`config.mk`:
```
export PLATFORM = sky130hd
export DESIGN_NAME = pipe_test_ctrl_flat
export DESIGN_NICKNAME = d
export VERILOG_FILES = /design/src/rtl/pipe_test_ctrl_if.sv /design/src/rtl/pipe_test_ctrl.sv /design/src/flat_wrapper.sv
export SDC_FILE = /design/constraint.sdc
export NUM_CORES = 1
export LEC_CHECK = 0
export ABC_AREA = 1
export BUFFER_PORTS_ARGS = -buffer_cell sky130_fd_sc_hd__buf_4
export CAP_MARGIN = 20
export CELL_PAD_IN_SITES_DETAIL_PLACEMENT = 0
export CELL_PAD_IN_SITES_GLOBAL_PLACEMENT = 1
export CORE_MARGIN = 2
export CORE_UTILIZATION = 39
export CTS_BUF_LIST = sky130_fd_sc_hd__clkbuf_8
export DETAILED_ROUTE_END_ITERATION = 10
export GPL_TIMING_DRIVEN = 1
export PLACE_DENSITY = 0.83
export RECOVER_POWER = 25
export SYNTH_ARGS = -nofsm -noshare
export SYNTH_HDL_FRONTEND = slang
export SYNTH_SLANG_ARGS = --single-unit
```
`constraint.sdc`:
```
create_clock -name clk -period 3.24 [get_ports clk]
set_input_delay 0.486 -clock clk [delete_from_list [all_inputs] [get_ports clk]]
set_output_delay 0.486 -clock clk [all_outputs]
set_load 0.05 [all_outputs]
```
`src/rtl/pipe_test_ctrl_if.sv`:
```
// Control/status bundle between pipe_test_ctrl and its environment.
// master: the controller side; slave: the host plus pipe-in checker side.
interface pipe_test_ctrl_if;
    // Every signal here is single-cycle sampled on clk. There is no valid/ready pair:
    // start is a one-cycle request, done is a one-cycle completion pulse and the
    // checker's chk_valid is only monitored, never back-pressured.
    logic        start;
    logic        abort;
    logic        cfg_mode;
    logic [31:0] cfg_throttle;
    logic [31:0] cfg_words;
    logic        chk_reset;
    logic        chk_mode;
    logic        throttle_set;
    logic [31:0] throttle_val;
    logic        chk_valid;
    logic [31:0] chk_error_count;
    logic        busy;
    logic        done;
    logic        pass;
    logic        aborted;
    logic        timed_out;
    logic [31:0] words_seen;
    logic [31:0] result_errors;
    logic [2:0]  state_dbg;

    modport master (
        input  start, abort, cfg_mode, cfg_throttle, cfg_words, chk_valid, chk_error_count,
        output chk_reset, chk_mode, throttle_set, throttle_val, busy, done, pass,
               aborted, timed_out, words_seen, result_errors, state_dbg
    );

    modport slave (
        output start, abort, cfg_mode, cfg_throttle, cfg_words, chk_valid, chk_error_count,
        input  chk_reset, chk_mode, throttle_set, throttle_val, busy, done, pass,
               aborted, timed_out, words_seen, result_errors, state_dbg
    );
endinterface

```
`src/rtl/pipe_test_ctrl.sv`:
```
// Sequences one pipe-in checker test run: reset, throttle load, word counting, drain, report.
// Optional RUN idle timeout is enabled with `define PIPE_TEST_TIMEOUT_EN.
module pipe_test_ctrl #(
    parameter int unsigned RESET_CYCLES   = 4,
    parameter int unsigned TIMEOUT_CYCLES = 65536
) (
    input logic              clk,
    input logic              reset,
    pipe_test_ctrl_if.master bus
);
    localparam logic [31:0] RESET_LAST = 32'(RESET_CYCLES - 1);

    typedef enum logic [2:0] {
        S_IDLE   = 3'd0,
        S_RESET  = 3'd1,
        S_LOAD   = 3'd2,
        S_RUN    = 3'd3,
        S_DRAIN  = 3'd4,
        S_REPORT = 3'd5
    } state_t;

    state_t      state_q, state_d;
    logic [31:0] phase_cnt_q, phase_cnt_d;
    logic        mode_q, mode_d;
    logic [31:0] throttle_q, throttle_d;
    logic [31:0] words_q, words_d;
    logic [31:0] words_seen_q, words_seen_d;
    logic [31:0] result_errors_q, result_errors_d;
    logic        pass_q, pass_d;
    logic        aborted_q, aborted_d;
    logic        done_q, done_d;
    logic        timed_out_cur;
    logic [31:0] words_seen_inc;

`ifdef PIPE_TEST_TIMEOUT_EN
    localparam logic [31:0] TIMEOUT_LIM = 32'(TIMEOUT_CYCLES);
    logic        timed_out_q, timed_out_d;
    logic [31:0] idle_cnt_q, idle_cnt_d;
    assign timed_out_cur = timed_out_q;
`else
    assign timed_out_cur = 1'b0;
`endif

    assign words_seen_inc = words_seen_q + 32'd1;

    always_comb begin
        state_d         = state_q;
        phase_cnt_d     = phase_cnt_q;
        mode_d          = mode_q;
        throttle_d      = throttle_q;
        words_d         = words_q;
        words_seen_d    = words_seen_q;
        result_errors_d = result_errors_q;
        pass_d          = pass_q;
        aborted_d       = aborted_q;
        done_d          = 1'b0;
`ifdef PIPE_TEST_TIMEOUT_EN
        timed_out_d     = timed_out_q;
        idle_cnt_d      = idle_cnt_q;
`endif
        case (state_q)
            S_IDLE: begin
                if (bus.start) begin
                    mode_d       = bus.cfg_mode;
                    throttle_d   = bus.cfg_throttle;
                    words_d      = bus.cfg_words;
                    words_seen_d = '0;
                    aborted_d    = 1'b0;
                    phase_cnt_d  = '0;
`ifdef PIPE_TEST_TIMEOUT_EN
                    timed_out_d  = 1'b0;
`endif
                    state_d      = S_RESET;
                end
            end
            S_RESET: begin
                if (bus.abort) begin
                    aborted_d = 1'b1;
                    state_d   = S_REPORT;
                end else if (phase_cnt_q == RESET_LAST) begin
                    state_d = S_LOAD;
                end else begin
                    phase_cnt_d = phase_cnt_q + 32'd1;
                end
            end
            S_LOAD: begin
                phase_cnt_d = '0;
`ifdef PIPE_TEST_TIMEOUT_EN
                idle_cnt_d  = '0;
`endif
                if (bus.abort) begin
                    aborted_d = 1'b1;
                    state_d   = S_REPORT;
                end else if (words_q == '0) begin
                    state_d = S_DRAIN;
                end else begin
                    state_d = S_RUN;
                end
            end
            S_RUN: begin
                // A word arriving alongside abort is still counted.
                if (bus.chk_valid) words_seen_d = words_seen_inc;
`ifdef PIPE_TEST_TIMEOUT_EN
                idle_cnt_d = bus.chk_valid ? '0 : idle_cnt_q + 32'd1;
`endif
                if (bus.abort) begin
                    aborted_d = 1'b1;
                    state_d   = S_REPORT;
                end else if (bus.chk_valid && (words_seen_inc == words_q)) begin
                    phase_cnt_d = '0;
                    state_d     = S_DRAIN;
                end
`ifdef PIPE_TEST_TIMEOUT_EN
                else if (!bus.chk_valid && (idle_cnt_d == TIMEOUT_LIM)) begin
                    timed_out_d = 1'b1;
                    state_d     = S_REPORT;
                end
`endif
            end
            S_DRAIN: begin
                // Two cycles let the checker's registered error count catch up.
                if (bus.abort) begin
                    aborted_d = 1'b1;
                    state_d   = S_REPORT;
                end else if (phase_cnt_q == 32'd1) begin
                    state_d = S_REPORT;
                end else begin
                    phase_cnt_d = phase_cnt_q + 32'd1;
                end
            end
            S_REPORT: begin
                result_errors_d = bus.chk_error_count;
                pass_d = (bus.chk_error_count == '0) && !aborted_q && !timed_out_cur &&
                         (words_seen_q == words_q);
                done_d  = 1'b1;
                state_d = S_IDLE;
            end
            default: state_d = S_IDLE;
        endcase
    end

    always_ff @(posedge clk) begin
        if (reset) begin
            state_q         <= S_IDLE;
            phase_cnt_q     <= '0;
            mode_q          <= 1'b0;
            throttle_q      <= '0;
            words_q         <= '0;
            words_seen_q    <= '0;
            result_errors_q <= '0;
            pass_q          <= 1'b0;
            aborted_q       <= 1'b0;
            done_q          <= 1'b0;
`ifdef PIPE_TEST_TIMEOUT_EN
            timed_out_q     <= 1'b0;
            idle_cnt_q      <= '0;
`endif
        end else begin
            state_q         <= state_d;
            phase_cnt_q     <= phase_cnt_d;
            mode_q          <= mode_d;
            throttle_q      <= throttle_d;
            words_q         <= words_d;
            words_seen_q    <= words_seen_d;
            result_errors_q <= result_errors_d;
            pass_q          <= pass_d;
            aborted_q       <= aborted_d;
            done_q          <= done_d;
`ifdef PIPE_TEST_TIMEOUT_EN
            timed_out_q     <= timed_out_d;
            idle_cnt_q      <= idle_cnt_d;
`endif
        end
    end

    // done is registered so it rises in the same cycle the new results become visible.
    assign bus.chk_reset     = reset | (state_q == S_RESET);
    assign bus.throttle_set  = (state_q == S_LOAD);
    assign bus.busy          = (state_q != S_IDLE);
    assign bus.chk_mode      = mode_q;
    assign bus.throttle_val  = throttle_q;
    assign bus.done          = done_q;
    assign bus.pass          = pass_q;
    assign bus.aborted       = aborted_q;
    assign bus.timed_out     = timed_out_cur;
    assign bus.words_seen    = words_seen_q;
    assign bus.result_errors = result_errors_q;
    assign bus.state_dbg     = state_q;
endmodule

```
`src/flat_wrapper.sv`:
```
// flat-port wrapper written by rule: the top's interface ports become plain ports
module pipe_test_ctrl_flat 
#(
    parameter int unsigned RESET_CYCLES   = 4,
    parameter int unsigned TIMEOUT_CYCLES = 65536
)
  (clk, reset, bus_start, bus_abort, bus_cfg_mode, bus_cfg_throttle, bus_cfg_words, bus_chk_valid, bus_chk_error_count, bus_chk_reset, bus_chk_mode, bus_throttle_set, bus_throttle_val, bus_busy, bus_done, bus_pass, bus_aborted, bus_timed_out, bus_words_seen, bus_result_errors, bus_state_dbg);
  pipe_test_ctrl_if bus_i ();
  input logic clk;
  input logic reset;
  input wire logic [$bits(bus_i.start)-1:0] bus_start;
  input wire logic [$bits(bus_i.abort)-1:0] bus_abort;
  input wire logic [$bits(bus_i.cfg_mode)-1:0] bus_cfg_mode;
  input wire logic [$bits(bus_i.cfg_throttle)-1:0] bus_cfg_throttle;
  input wire logic [$bits(bus_i.cfg_words)-1:0] bus_cfg_words;
  input wire logic [$bits(bus_i.chk_valid)-1:0] bus_chk_valid;
  input wire logic [$bits(bus_i.chk_error_count)-1:0] bus_chk_error_count;
  output wire logic [$bits(bus_i.chk_reset)-1:0] bus_chk_reset;
  output wire logic [$bits(bus_i.chk_mode)-1:0] bus_chk_mode;
  output wire logic [$bits(bus_i.throttle_set)-1:0] bus_throttle_set;
  output wire logic [$bits(bus_i.throttle_val)-1:0] bus_throttle_val;
  output wire logic [$bits(bus_i.busy)-1:0] bus_busy;
  output wire logic [$bits(bus_i.done)-1:0] bus_done;
  output wire logic [$bits(bus_i.pass)-1:0] bus_pass;
  output wire logic [$bits(bus_i.aborted)-1:0] bus_aborted;
  output wire logic [$bits(bus_i.timed_out)-1:0] bus_timed_out;
  output wire logic [$bits(bus_i.words_seen)-1:0] bus_words_seen;
  output wire logic [$bits(bus_i.result_errors)-1:0] bus_result_errors;
  output wire logic [$bits(bus_i.state_dbg)-1:0] bus_state_dbg;
  assign bus_i.start = bus_start;
  assign bus_i.abort = bus_abort;
  assign bus_i.cfg_mode = bus_cfg_mode;
  assign bus_i.cfg_throttle = bus_cfg_throttle;
  assign bus_i.cfg_words = bus_cfg_words;
  assign bus_i.chk_valid = bus_chk_valid;
  assign bus_i.chk_error_count = bus_chk_error_count;
  assign bus_chk_reset = bus_i.chk_reset;
  assign bus_chk_mode = bus_i.chk_mode;
  assign bus_throttle_set = bus_i.throttle_set;
  assign bus_throttle_val = bus_i.throttle_val;
  assign bus_busy = bus_i.busy;
  assign bus_done = bus_i.done;
  assign bus_pass = bus_i.pass;
  assign bus_aborted = bus_i.aborted;
  assign bus_timed_out = bus_i.timed_out;
  assign bus_words_seen = bus_i.words_seen;
  assign bus_result_errors = bus_i.result_errors;
  assign bus_state_dbg = bus_i.state_dbg;
  pipe_test_ctrl #(.RESET_CYCLES(RESET_CYCLES), .TIMEOUT_CYCLES(TIMEOUT_CYCLES)) u_core (.clk(clk), .reset(reset), .bus(bus_i));
endmodule
```
======== Word level (Yosys, flattened, before mapping) ========
Cells that the tools add are included.
operators by class
  add/subtract/negate cells ............... 2
  eq/ne operators ......................... 21
  multiplexer cells ....................... 24
  bitwise gates (word level) .............. 1
  reductions and logical operators ........ 17
operators by type and width
  kind                                                                      count
  32-bit two-way mux                                                        8
  32-bit one-hot mux with 5 select lines                                    1
  32-bit by 1-bit adder with 32-bit output (second input constant)          2
  32-bit == test                                                            2
  32-bit zero test                                                          2
  32-bit one-hot mux with 2 select lines                                    1
  32-bit by 1-bit == test with 1-bit output (second input constant)         1
  32-bit by 2-bit == test with 1-bit output (second input constant)         1
  3-bit two-way mux                                                         9
  3-bit one-hot mux with 5 select lines                                     1
  2-bit inequality test (second input constant)                             7
  3-bit by 2-bit inequality test with 1-bit output (second input constant)  3
  8-bit AND reduction                                                       1
  3-bit by 2-bit == test with 1-bit output (second input constant)          2
  3-bit == test (second input constant)                                     2
  3-bit AND reduction                                                       2
  5-bit nonzero test                                                        1
  2-bit by 1-bit inequality test with 1-bit output (second input constant)  2
  4-bit AND reduction                                                       1
  2-bit nonzero test                                                        2
  4-bit OR reduction                                                        1
  3-bit by 1-bit == test with 1-bit output (second input constant)          1
  1-bit logical AND                                                         3
  3-bit zero test                                                           1
  6 further kinds                                                           8
word-level totals
  register bits ........................... 167
  word-level logic and storage cells ...... 75

======== Logic depth before layout (Yosys ltp) ========
  word-level depth ........................ 6
  mapped depth ............................ 20
  gate-level depth less buffers ........... 19

======== Worst setup path after synthesis ========
Ideal clock, no wire load.
  path kind ............................... reg2reg
  start ................................... reg u_core.state_q[2] (netlist: u_core.bus.state_dbg[2])
  end ..................................... reg u_core.phase_cnt_q[22]
  arrival time ............................ 2.660 ns
  slack ................................... 0.465 ns
  stages on the path, launching flop included .. 14
  clock period less this slack ............ 2.775 ns
  cell sequence ........................... dfxtp_1 inv_1 nand2_1 nor2_1 inv_1 o21ai_0 nor2_1 o21ai_0 a21oi_1 clkbuf_1 buf_2 nand3_1 nand2_1 nor2_1
on the way
  word-level cells in the longest chain between the ends .. 3
  elaborated cells on any way between the ends .. 15
  classes of those cells .................. eq/ne (11); mux (1); reduce/logical (3)
RTL lines
  item                                                                    line                   text
  from (decl)                                                             pipe_test_ctrl.sv:22   state_t state_q, state_d;
  from (signal assigned)                                                  pipe_test_ctrl.sv:159  state_q <= state_d;
  3-bit by 2-bit == test with 1-bit output, or another cell as far along  pipe_test_ctrl.sv:61   case (state_q)
  5-bit nonzero test (no line), or another cell as far along              -
  8-bit AND reduction (no line)                                           -
  to (signal assigned)                                                    pipe_test_ctrl.sv:160  phase_cnt_q <= phase_cnt_d;
  to (decl)                                                               pipe_test_ctrl.sv:23   logic [31:0] phase_cnt_q, phase_cnt_d;
Several ways; a longest one is shown, not always the timed one.
A chain may end at the register's enable or synchronous reset.

======== Worst setup path in the final report ========
  start ................................... reg u_core.words_seen_q[0] (netlist: u_core.bus.words_seen[0])
  end ..................................... reg u_core.phase_cnt_q[27]
on the way
  word-level cells in the longest chain between the ends .. 5
RTL lines
  item                                                        line                   text
  from (decl)                                                 pipe_test_ctrl.sv:27   logic [31:0] words_seen_q, words_seen_d;
  from (signal assigned)                                      pipe_test_ctrl.sv:164  words_seen_q <= words_seen_d;
  32-bit by 1-bit adder with 32-bit output                    pipe_test_ctrl.sv:44   assign words_seen_inc = words_seen_q + 32'd1;
  32-bit == test                                              pipe_test_ctrl.sv:109  end else if (bus.chk_valid && (words_seen_inc == words_q)) begin
  1-bit logical AND                                           pipe_test_ctrl.sv:109
  2-bit by 1-bit inequality test with 1-bit output (no line)  -
  8-bit AND reduction (no line)                               -
No other way between the ends.

==> metrics.sh <==
IO_PINS=209
LIBRARY_CELL_WITH_THE_LARGEST_SUMMED_AREA_AFTER_SYNTHESIS='dfxtp_1'
FINAL_ANTENNA_DIODE_COUNT=0
NNETSFINAL=1715
YS_TYPES=50
FINAL_PERIOD_MINUS_WORST_SETUP_SLACK_NS=2.901
LEAKAGE_nW=4.639
GRT_PASS1_WL_UM=50700
WORST_IR_DROP_VDD_V=0.0003617
YOSYSTOPAREACELLSHARE_PCT=36.97
AVERAGE_CELL_AREA_AFTER_SYNTHESIS_UM2=6.445
FMAX_MHz=344.7
MAX_SLEW.WORST_PIN.SLEW_NS=0.9048
CRITICAL_PATH_DATA_REQUIRED_TIME_NS=3.61
DIE_W_UM=156.3
FINAL_CELL_COUNT_NO_FILL=1908
DRT_ITER0_MARKERS=740
CLOCK_INSERTION_DELAY_AT_THE_LATER_PIN_OF_THE_SKEW_REPORT_NS=0.49
CTSHTREEMAXLEVEL=4
SETUP_VIOL_COUNT_FINAL=0
POSTROUTEANTENNANETS=0
YS_ASYNC_SR_FRACTION_PCT=0
CTSLONGESTPATHBUFFERS=2
COREAREA_UM2=22710
RSZ0062_AT_GRT='no'
SYNTH-WARNING-COUNT=0
CLOCK_SINK_COUNT=167
FILL_CELLS=2389
TIMING.FINAL.CRIT_SHARE_PCT=89.55
POWER.DENSITY_CELL_AREA_nW_PER_UM2=660.5
CRIT_PATH_START_KIND='register'
GRT_ANTENNA_BEFORE_REPAIR=0
REMAINING_DRC_ERRORS=0
POST_SYNTHESIS_SEQUENTIAL_ELEMENT_COUNT=167
CTS_TREE='done'
DETAILEDROUTE.FIRSTPASSITERATIONCOUNT=6
ROUTE.FINAL.WIRE_LENGTH_UM=31400
MAX_INCR_DELAY_ON_CP_NS=0.39
AREA_ADDED_BETWEEN_SYNTHESIS_AND_FINISH_PCT=23.81
HPWLAFTERDP_UM=23850
NETSWITCHINGPOWER_W=0.003512
WORSTPATHCELLLIST='ha_1, nand2_2, nor2_4, nand3_1, o21ai_1, and2_1, nor2_1, nor2_1, nand2_1, nor2_1, nand3_2, nand2_4, buf_6, nand3_1, nand2_1, nor2_1'
MAX_CAP_VIOL_COUNT=0
RATIO_OF_CELLS_WITH_DRIVE_ABOVE_1_IN_THE_FINAL_LAYOUT_PCT=15.59
GRT_USAGE_PCT=26.17
FLOORPLAN.ROWS=55
CPMOSTUSEDCELL='nor2_1'
SYNTH.CELL_AREA_UM2=9042
SEQUENTIALPOWERSHARE_PCT=37.3
TIMING.CRITICAL_PATH.BUF_INV=1
POWER_FRAC_CLOCK_PCT=21.8
SHARE_COMB_OF_TOTAL_POWER_PCT=40.9
CLK_PIN_SLEW_WORST_PATHS_NS=0.12
TOTAL_GR_OVERFLOW=0
FINALSETUPTNS_NS=0
POST-CTS-SETUP-BUFFERS=0
WORST-SETUP-PATH-TYPE='register to register'
POST_CTS_HOLD_BUFFER_COUNT=0
SYNTH_FF_TYPE='dfxtp_1'
SYNTH_CELLS=1403
GRT_START_MAX_NET_PINS=75
CRIT_FAMILY='simple AND/OR/NAND/NOR gates'
DIE-AREA_UM2=24420
ROUTEDWLPERCELL_UM=16.46
REG2REG_SETUP_SLACK_NS=0.34
WORSTSETUPENDPOINTTYPE='register'
SYNTH.YOSYS.SEQ_AREA_SHARE_PCT=36.97
PLACED_CELLS=1876
NUMBER_OF_MAX_SLEW_VIOLATIONS_IN_THE_FINAL_REPORT=0
SW_FRAC_OF_TOTAL_PCT=47.50
STATUS='finished clean'
CP_MAX_FO=22
SYNTH.AREA.TOP_CELLS='dfxtp_1 37%, nand2_1 16%, nor2_1 7.5%, nand3_1 7.1%, a21oi_1 6.1%'
HOLDCRITPATHCLASS='input pin to register'
CTS_BUFFERS=17
DIE_H_UM=156.3
PLACE_CONGESTION=0.9701
GRT_PASS1_VIAS=9612
CLOCKROOTBUFFER='clkbuf_8'
SYNTH_ENABLE_FLOP_CELLS=0
POST_DRT_VIA_CELL_RATIO=5.190
FIN_WORST_SKEW_NS=0.02165
TOTAL_OF_BUFFERS_PLACED_ON_INPUT_AND_OUTPUT_PORTS=207
CP_SLOWEST_CELL='dfxtp_2'
CTS_REPAIR_RESIZE_COUNT=0
DETAILROUTE.VIA_COUNT=9903
MAXSLEWHEADROOM_PCT=39.68
CRITPATHARRIVALTIME_NS=3.27
FLOORPLAN.INITIALDENSITY_PCT=39.82
INTERNAL-POWER_W=0.003882
POSTSYNTHNETCOUNT=1508
TIMING_HOLD_VIOLATIONS_FINAL=0
==> final cells by class <==
type,instances,area (um2),area share [%]
repair buffers,246,1595,14.25
clock buffers,17,234.0,2.090
clock inverters,15,197.7,1.766
flip-flops and latches,167,3346,29.88
well taps,285,356.6,3.185
multi-input cells,1050,4984,44.51
inverters,128,483.0,4.314
==> state kept, by name, summed over array words and instances, names as in the netlist <==
name	flops
u_core.bus.done	1
u_core.bus.throttle_val	32
u_core.bus.pass	1
u_core.bus.result_errors	32
u_core.bus.words_seen	32
u_core.phase_cnt_q	32
u_core.bus.aborted	1
u_core.bus.chk_mode	1
u_core.words_q	32
u_core.bus.state_dbg	3
==> power groups by stage <==
stage | Sequential [W] | Clock, W | Combinational [W]
2_1_floorplan | 0.00328 | 0 | 0.00163
3_3_place_gp | 0.00279 | 0 | 0.00313
3_5_place_dp | 0.00280 | 0 | 0.00315
4_1_cts | 0.00276 | 0.00164 | 0.00315
5_1_grt | 0.00281 | 0.00172 | 0.00336
6_report | 0.00276 | 0.00161 | 0.00302
==> cells by family (layout without fill, tap and decap cells) <==
family	Yosys count	after routing	synth area share [%]
compound gates	224	224	13.55
xor+xnor	30	30	2.906
fa+ha+maj	3	3	0.4152
buf+inv	186	406	8.233
flops	167	167	36.97
other cells	1	1	0.04147
simple gates	792	792	37.89
==> worst min-delay path: stages <==
cell    delay (ns)
buf_4         0.08
nor2_1        0.04
nor2_1        0.08
==> through the flow <==
step / utilization, % / hold slack [ns] / cell area, um2 / setup slack, ns / power [W]
after global routing: 49.30 / 0.2051 / 11200 / 0.02640 / 0.007889
after global placement: 48.45 / 0.4517 / 11000 / 0.2090 / 0.005923
final: 49.30 / 0.2245 / 11200 / 0.3386 / 0.007395
after floorplan: - / 0.4531 / 9042 / 0.4655 / 0.004915
after CTS: 50.35 / 0.2016 / 11430 / 0.1633 / 0.007552
after detailed placement: 48.45 / 0.4571 / 11000 / 0.1848 / 0.005947
==> path summary, 6_finish.rpt <==
path                               startpoint                     endpoint  cells past startpoint
setup reg to reg     u_core.bus.words_seen[0]       u_core.phase_cnt_q[27]                     16
hold reg to reg   u_core.bus.throttle_val[11]  u_core.bus.throttle_val[11]                      2
setup / recovery     u_core.bus.words_seen[0]       u_core.phase_cnt_q[27]                     16
hold / removal         bus_chk_error_count[7]  u_core.bus.result_errors[7]                      3
==> cell usage in the layout, fill, tap and decap left out, types with 4 or more instances in the layout <==
cell type	n
a21oi_1	110
a21oi_2	5
buf_4	177
clkbuf_1	68
clkbuf_8	17
clkinv_1	4
clkinv_8	6
dfxtp_1	165
inv_1	120
nand2_1	382
nand2_2	8
nand3_1	128
nand4_1	21
nor2_1	181
nor2_4	7
nor3_1	19
nor4_1	24
o2111ai_1	5
o21ai_0	80
or2_2	6
xnor2_1	14
xor2_1	16
==> synth_stat cells, types with 2 or more instances <==
library cell / number
a211oi_1: 3
nand2_2: 8
a21oi_1: 111
o21ai_0: 80
nor2_1: 181
o2111ai_1: 5
a21oi_2: 4
o21ai_1: 2
inv_2: 3
nand3_1: 129
nand4_1: 21
clkbuf_1: 39
buf_2: 6
nor2_4: 7
buf_8: 3
xor2_1: 16
nand2_4: 2
buf_1: 8
o22ai_1: 3
xnor2_1: 14
nand2_1: 382
a22oi_1: 3
nand3b_1: 3
clkinv_1: 4
a221oi_1: 2
nor3_1: 20
a311oi_1: 3
nand3_2: 3
dfxtp_1: 167
or2_2: 6
inv_1: 121
ha_1: 3
nor4_1: 24
==> layer usage <==
metal | share of wire [%] | GRT usage, %
met2 | 45 | 41.49
met5 | 0 | 0
met4 | 2.0 | 7.077
met3 | 7.2 | 5.705
met1 | 46 | 36.00
Power figures use the tool's default switching activity.
